==> config.mk <==
export PLATFORM = sky130hd
export DESIGN_NAME = decode_pipe_stage_flat
export DESIGN_NICKNAME = d
export VERILOG_FILES = /design/src/rtl/decode_pipe_stage_if.sv /design/src/rtl/decode_pipe_stage.sv /design/src/flat_wrapper.sv
export SDC_FILE = /design/constraint.sdc
export NUM_CORES = 1
export LEC_CHECK = 0
export BUFFER_PORTS_ARGS = -buffer_cell sky130_fd_sc_hd__buf_2
export CORE_ASPECT_RATIO = 0.6
export CORE_MARGIN = 8
export CORE_UTILIZATION = 53
export CTS_BUF_LIST = sky130_fd_sc_hd__clkbuf_2 sky130_fd_sc_hd__clkbuf_4 sky130_fd_sc_hd__clkbuf_8
export DETAILED_ROUTE_END_ITERATION = 16
export GPL_ROUTABILITY_DRIVEN = 1
export HOLD_SLACK_MARGIN = 0.06
export PLACE_DENSITY = 0.93
export SLEW_MARGIN = 20
export SYNTH_ARGS = -nofsm -noshare
export SYNTH_HDL_FRONTEND = slang
export SYNTH_SLANG_ARGS = --single-unit
==> constraint.sdc <==
create_clock -name clk -period 3.1 [get_ports clk]
set_input_delay 0.62 -clock clk [delete_from_list [all_inputs] [get_ports clk]]
set_output_delay 0.62 -clock clk [all_outputs]
set_load 0.005 [all_outputs]
==> src/rtl/decode_pipe_stage_if.sv <==
// Fetch-to-decode and decode-to-execute handshake bundle for the decode stage.
// master drives instructions in and consumes decoded fields; slave is the stage itself.
interface decode_pipe_stage_if #(
    parameter int DATA_W   = 32,
    parameter int OPCODE_W = 6,
    parameter int REG_W    = 5
) ();
    logic                in_valid;
    logic                in_ready;
    logic [DATA_W-1:0]   in_instr;
    logic                out_valid;
    logic                out_ready;
    logic [OPCODE_W-1:0] out_opcode;
    logic [REG_W-1:0]    out_rs;
    logic [REG_W-1:0]    out_rt;
    logic [REG_W-1:0]    out_rd;
    logic [DATA_W-1:0]   out_imm_ext;
    logic                out_is_alu;
    logic                out_is_load;
    logic                out_is_store;
    logic                out_is_branch;
    logic                out_illegal;

    modport master (
        output in_valid, in_instr, out_ready,
        input  in_ready, out_valid, out_opcode, out_rs, out_rt, out_rd, out_imm_ext,
               out_is_alu, out_is_load, out_is_store, out_is_branch, out_illegal
    );

    modport slave (
        input  in_valid, in_instr, out_ready,
        output in_ready, out_valid, out_opcode, out_rs, out_rt, out_rd, out_imm_ext,
               out_is_alu, out_is_load, out_is_store, out_is_branch, out_illegal
    );
endinterface

==> src/rtl/decode_pipe_stage.sv <==
// MIPS decode stage: field split, class flags, immediate extension, load-use bubble insertion.
// Latency 1 cycle; output held stable under backpressure, in_ready low on hazard, flush or reset.
module decode_pipe_stage #(
    parameter int DATA_W   = 32,
    parameter int OPCODE_W = 6,
    parameter int REG_W    = 5,
    parameter int IMM_W    = 16,
    parameter int CNT_W    = 16
) (
    input  logic                 clk,
    input  logic                 rst_n,
    input  logic                 flush,
    decode_pipe_stage_if.slave   bus,
    output logic [CNT_W-1:0]     stall_cnt
);
    localparam int RS_LSB = DATA_W - OPCODE_W - REG_W;
    localparam int RT_LSB = RS_LSB - REG_W;
    localparam int RD_LSB = RT_LSB - REG_W;

    typedef struct packed {
        logic [OPCODE_W-1:0] opcode;
        logic [REG_W-1:0]    rs;
        logic [REG_W-1:0]    rt;
        logic [REG_W-1:0]    rd;
        logic [DATA_W-1:0]   imm_ext;
        logic                is_alu;
        logic                is_load;
        logic                is_store;
        logic                is_branch;
        logic                illegal;
    } dec_t;

    dec_t              dec_q, dec_d, dec_new;
    logic              out_valid_q, out_valid_d;
    logic              hz_pend_q, hz_pend_d;
    logic [REG_W-1:0]  dest_q, dest_d;
    logic [CNT_W-1:0]  stall_q, stall_d;

    logic [OPCODE_W-1:0] op;
    logic [IMM_W-1:0]    imm;
    logic                is_r, is_ialu, is_lui, is_zext, br_reads_rt;
    logic                reads_rs, reads_rt;
    logic                hazard, in_ready, accept, out_fire;

    always_comb begin
        dec_new     = '0;
        op          = bus.in_instr[DATA_W-1 -: OPCODE_W];
        imm         = bus.in_instr[IMM_W-1:0];
        is_r        = (op == '0);
        is_ialu     = (op >= OPCODE_W'(8))  && (op <= OPCODE_W'(15));
        is_lui      = (op == OPCODE_W'(15));
        is_zext     = (op >= OPCODE_W'(12)) && (op <= OPCODE_W'(14));
        br_reads_rt = (op == OPCODE_W'(4))  || (op == OPCODE_W'(5));

        dec_new.opcode    = op;
        dec_new.rs        = bus.in_instr[RS_LSB +: REG_W];
        dec_new.rt        = bus.in_instr[RT_LSB +: REG_W];
        dec_new.is_alu    = is_r || is_ialu;
        dec_new.is_load   = (op >= OPCODE_W'(32)) && (op <= OPCODE_W'(37));
        dec_new.is_store  = (op >= OPCODE_W'(40)) && (op <= OPCODE_W'(43));
        dec_new.is_branch = (op >= OPCODE_W'(4))  && (op <= OPCODE_W'(7));
        dec_new.illegal   = !(dec_new.is_alu || dec_new.is_load || dec_new.is_store || dec_new.is_branch);

        if (is_r) begin
            dec_new.rd = bus.in_instr[RD_LSB +: REG_W];
        end else if (is_ialu || dec_new.is_load) begin
            dec_new.rd = dec_new.rt;
        end

        if (is_lui) begin
            dec_new.imm_ext = DATA_W'(imm) << IMM_W;
        end else if (is_zext) begin
            dec_new.imm_ext = DATA_W'(imm);
        end else begin
            dec_new.imm_ext = {{(DATA_W-IMM_W){imm[IMM_W-1]}}, imm};
        end

        reads_rs = !dec_new.illegal && !is_lui;
        reads_rt = is_r || dec_new.is_store || br_reads_rt;
    end

    // Register 0 is hardwired, so a load targeting it can never create a dependency.
    always_comb begin
        hazard   = hz_pend_q && bus.in_valid && (dest_q != '0) &&
                   ((reads_rs && (dec_new.rs == dest_q)) || (reads_rt && (dec_new.rt == dest_q)));
        in_ready = rst_n && !flush && !hazard && (!out_valid_q || bus.out_ready);
        accept   = bus.in_valid && in_ready;
        out_fire = out_valid_q && bus.out_ready;

        out_valid_d = accept ? 1'b1 : (out_valid_q && !bus.out_ready);
        dec_d       = accept ? dec_new : dec_q;
        hz_pend_d   = out_fire && dec_q.is_load;
        dest_d      = (out_fire && dec_q.is_load) ? dec_q.rt : dest_q;
        stall_d     = stall_q;

        if (flush) begin
            out_valid_d = 1'b0;
            hz_pend_d   = 1'b0;
        end else if (hazard && (stall_q != '1)) begin
            stall_d = stall_q + CNT_W'(1);
        end
    end

    always_ff @(posedge clk) begin
        if (!rst_n) begin
            dec_q       <= '0;
            out_valid_q <= 1'b0;
            hz_pend_q   <= 1'b0;
            dest_q      <= '0;
            stall_q     <= '0;
        end else begin
            dec_q       <= dec_d;
            out_valid_q <= out_valid_d;
            hz_pend_q   <= hz_pend_d;
            dest_q      <= dest_d;
            stall_q     <= stall_d;
        end
    end

    assign bus.in_ready      = in_ready;
    assign bus.out_valid     = out_valid_q;
    assign bus.out_opcode    = dec_q.opcode;
    assign bus.out_rs        = dec_q.rs;
    assign bus.out_rt        = dec_q.rt;
    assign bus.out_rd        = dec_q.rd;
    assign bus.out_imm_ext   = dec_q.imm_ext;
    assign bus.out_is_alu    = dec_q.is_alu;
    assign bus.out_is_load   = dec_q.is_load;
    assign bus.out_is_store  = dec_q.is_store;
    assign bus.out_is_branch = dec_q.is_branch;
    assign bus.out_illegal   = dec_q.illegal;
    assign stall_cnt         = stall_q;
endmodule
==> src/flat_wrapper.sv <==
// flat-port wrapper written by rule: the top's interface ports become plain ports
module decode_pipe_stage_flat 
#(
    parameter int DATA_W   = 32,
    parameter int OPCODE_W = 6,
    parameter int REG_W    = 5,
    parameter int IMM_W    = 16,
    parameter int CNT_W    = 16
)
  (clk, rst_n, flush, stall_cnt, bus_in_valid, bus_in_instr, bus_out_ready, bus_in_ready, bus_out_valid, bus_out_opcode, bus_out_rs, bus_out_rt, bus_out_rd, bus_out_imm_ext, bus_out_is_alu, bus_out_is_load, bus_out_is_store, bus_out_is_branch, bus_out_illegal);
  decode_pipe_stage_if #(.DATA_W(DATA_W), .OPCODE_W(OPCODE_W), .REG_W(REG_W)) bus_i ();
  input  logic clk;
  input  logic rst_n;
  input  logic flush;
  output logic [CNT_W-1:0] stall_cnt;
  input wire logic [$bits(bus_i.in_valid)-1:0] bus_in_valid;
  input wire logic [$bits(bus_i.in_instr)-1:0] bus_in_instr;
  input wire logic [$bits(bus_i.out_ready)-1:0] bus_out_ready;
  output wire logic [$bits(bus_i.in_ready)-1:0] bus_in_ready;
  output wire logic [$bits(bus_i.out_valid)-1:0] bus_out_valid;
  output wire logic [$bits(bus_i.out_opcode)-1:0] bus_out_opcode;
  output wire logic [$bits(bus_i.out_rs)-1:0] bus_out_rs;
  output wire logic [$bits(bus_i.out_rt)-1:0] bus_out_rt;
  output wire logic [$bits(bus_i.out_rd)-1:0] bus_out_rd;
  output wire logic [$bits(bus_i.out_imm_ext)-1:0] bus_out_imm_ext;
  output wire logic [$bits(bus_i.out_is_alu)-1:0] bus_out_is_alu;
  output wire logic [$bits(bus_i.out_is_load)-1:0] bus_out_is_load;
  output wire logic [$bits(bus_i.out_is_store)-1:0] bus_out_is_store;
  output wire logic [$bits(bus_i.out_is_branch)-1:0] bus_out_is_branch;
  output wire logic [$bits(bus_i.out_illegal)-1:0] bus_out_illegal;
  assign bus_i.in_valid = bus_in_valid;
  assign bus_i.in_instr = bus_in_instr;
  assign bus_i.out_ready = bus_out_ready;
  assign bus_in_ready = bus_i.in_ready;
  assign bus_out_valid = bus_i.out_valid;
  assign bus_out_opcode = bus_i.out_opcode;
  assign bus_out_rs = bus_i.out_rs;
  assign bus_out_rt = bus_i.out_rt;
  assign bus_out_rd = bus_i.out_rd;
  assign bus_out_imm_ext = bus_i.out_imm_ext;
  assign bus_out_is_alu = bus_i.out_is_alu;
  assign bus_out_is_load = bus_i.out_is_load;
  assign bus_out_is_store = bus_i.out_is_store;
  assign bus_out_is_branch = bus_i.out_is_branch;
  assign bus_out_illegal = bus_i.out_illegal;
  decode_pipe_stage #(.DATA_W(DATA_W), .OPCODE_W(OPCODE_W), .REG_W(REG_W), .IMM_W(IMM_W), .CNT_W(CNT_W)) u_core (.clk(clk), .rst_n(rst_n), .flush(flush), .bus(bus_i), .stall_cnt(stall_cnt));
endmodule
==> impl_metrics.json <==
{
  "fin_skew_ns": 0.00862,
  "power.density_nw_per_um2": 484,
  "io_pins": 113,
  "drt_iter0_drc": 508,
  "path_cells": "buf_2 -> nor3b_2 -> a211oi_2 -> and4_4 -> nor2_1 -> nor2_1 -> a21oi_1 -> buf_2",
  "max_stage_delay_ns": 0.36,
  "outcome": "completed",
  "setup-violations-final": 0,
  "cp-start-kind": "input port",
  "grt_overflow_total": 0,
  "whs_path_depth": 2,
  "place_congestion": 0.963,
  "first_pass_iters": 5,
  "yosys.area.top_type_share": 0.450,
  "peakVddDrop_mv": 0.231,
  "io_buffers": 112,
  "synth_area_leader_cell": "dfxtp_1",
  "antennaDiodeCount": 0,
  "synth_ff_type": "dfxtp_1",
  "ys_seq_elements": 81,
  "hpwl_um": 8180,
  "synth_common_cells": "82 x nand3_1, 81 x dfxtp_1, 70 x nand2_1, 30 x a21oi_1, 18 x o21ai_0",
  "cts_buffers": 9,
  "rsz0062_at_grt": "false",
  "min-delay-start": "u_core.bus.out_opcode[0]",
  "core_um2": 6620,
  "clock_sinks": 81,
  "fp.dieH_um": 79.9,
  "syn-num-nets": 472,
  "grt_pass1_vias": 3351,
  "initial_utilization": 0.544,
  "path_buf_inv": 2,
  "cts_setup_buffers": 0,
  "hold_violations": 0,
  "areaGrowthSynthToFinish_pct": 21.3,
  "synth_area_leaders": "dfxtp_1 45%, nand3_1 11%, nand2_1 7.3%, a21oi_1 4.2%, mux2i_1 3.1%",
  "netlist_instances": 434,
  "cp_slowest_cell": "nor3b_2",
  "min_period_ns": 2.58,
  "cts_resized": 0,
  "drive_gt1_frac": 0.274,
  "crit_required_ns": 2.48,
  "wl_um": 11100,
  "fin_setup_tns_ns": 0,
  "h-tree-depth": 3,
  "synth_warnings": 0,
  "synth_cell_type_count": 50,
  "cp.arrival_ns": 1.96,
  "min_path_type": "register to register",
  "postCtsHoldBufs": 0,
  "fin_nets": 569,
  "endpoint_kind": "primary output",
  "rr_worst_depth": 6,
  "grt_util_all_layers": 0.230,
  "vias": 3702,
  "period_share": 0.832,
  "cts_tree": "yes",
  "clock_latency_ns": 0.36,
  "crit_type": "input port to primary output",
  "multi_input_area_um2": 1800,
  "die_w_um": 122,
  "utilization": 0.660,
  "startpoint": "bus_in_instr[29]",
  "cts_buffer_depth": 2,
  "cellLeakagePower_uw": 0.00201,
  "crit_fanout": 10,
  "synth.most_common_cell": "nand3_1",
  "filler_cell_count": 557,
  "slew_viol_final": 0,
  "reg2reg_from": "u_core.stall_cnt[0]",
  "synth_seq_area_share": 0.450,
  "antenna_found_initial": 0,
  "drv_cap": 0,
  "post_drt_wl_per_cell_um": 17.8,
  "cp_top_family": "simple AND/OR/NAND/NOR gates",
  "tightestPinTransition_ns": 0.923,
  "regArea_um2": 1620,
  "slew-limit-headroom": 0.376,
  "grt_max_degree": 72,
  "row_count": 23,
  "synth_edf_count": 0,
  "grt_pass1_wl_um": 17800,
  "dieArea_um2": 9780,
  "synthesis.area_um2": 3600,
  "avgSynthCellArea_um2": 8.30,
  "ant_nets": 0,
  "fmax_mhz": 388,
  "clkTransAtPathRegs_ns": 0.08,
  "async_reset_ff_frac": 0,
  "avgViaCountPerCell": 5.94,
  "root_buffer": "clkbuf_8",
  "path_depth": 8,
  "drcViolationCount": 0
}
==> report_power, final <==
part | total (µW) | leakage (µW) | switching (µW) | internal, µW
clock network | 805 | 0.000106 | 380 | 425
logic | 212 | 0.00125 | 130 | 82.1
registers | 1100 | 0.000659 | 21.3 | 1080
total | 2120 | 0.00201 | 531 | 1580
==> cells in the final DEF (no fill, tap or decap), types with 2 or more instances in the layout <==
master and n:
nand2_1 70, nand2b_1 11, o21ai_1 6, o21ai_0 18, xor2_1 5, mux2i_1 11, o21ai_2 2, dfxtp_1 81
xnor2_1 5, nor4_1 2, a22oi_1 5, clkbuf_8 11, or3_1 3, or4_1 9, buf_2 112, nor3_1 7
o31ai_1 8, buf_4 5, nor2_1 10, and3_1 4, nand3_1 82, a21oi_1 30, and2_1 3, inv_1 3
and4_4 3, nand4_1 3
==> cell families (layout without fill, tap and decap cells) <==
family          after synthesis  count (layout)  share of synthesized area
compound gates               82              82                      0.143
flops                        81              81                      0.450
buf+inv                      35             137                     0.0507
xor+xnor                     10              10                     0.0243
simple gates                214             214                      0.297
mux                          11              11                     0.0306
fa+ha+maj                     1               1                    0.00347
==> stage by stage <==
stage	setup slack, ns	cells	area [µm²]	total power, µW	hold WS [ns]
after floorplan	0.468	434	3600	1230	0.448
after global placement	0.558	607	4160	1320	0.439
after detailed placement	0.533	607	4160	1330	0.443
after CTS	0.534	623	4370	2120	0.455
after global routing	0.333	623	4370	2200	0.467
final	0.522	623	4370	2120	0.455
==> final timing paths <==
path,slack (ns),endpoint
min,0.46,u_core.bus.out_opcode[0]
max reg2reg,0.77,u_core.stall_cnt[14]
max,0.52,bus_in_ready
min reg2reg,0.46,u_core.bus.out_opcode[0]
==> layer usage <==
metal  global-route usage  share of wire  vias to the layer above
li1                     -              -                     1736
met1                0.312           0.45                     1713
met2                0.334           0.43                      232
met3               0.0713           0.10                       21
met4               0.0822          0.020                        0
met5                    0              0                        -
==> state kept, by name, indices dropped and copies added (netlist names), 5 cells and up <==
register and cells:
u_core.bus.out_imm_ext 32, u_core.bus.out_opcode 6, u_core.bus.out_rd 5, u_core.bus.out_rs 5
u_core.bus.out_rt 5, u_core.dest_q 5, u_core.stall_cnt 16
==> tightest hold or removal path, cell delays in order, from the launching register on <==
cell     delay, ns
dfxtp_1       0.32
nand3_1       0.06
nand2_1       0.04
==> layout make-up <==
type                       count  area share
multi-input combinational    318       0.412
sequential                    81       0.371
timing repair buffer         118       0.142
clock buffer                  12      0.0364
tap                           87      0.0249
clock inverter                 4      0.0117
inverter                       3     0.00258
Note: power is estimated with default switching activity, not from simulation.
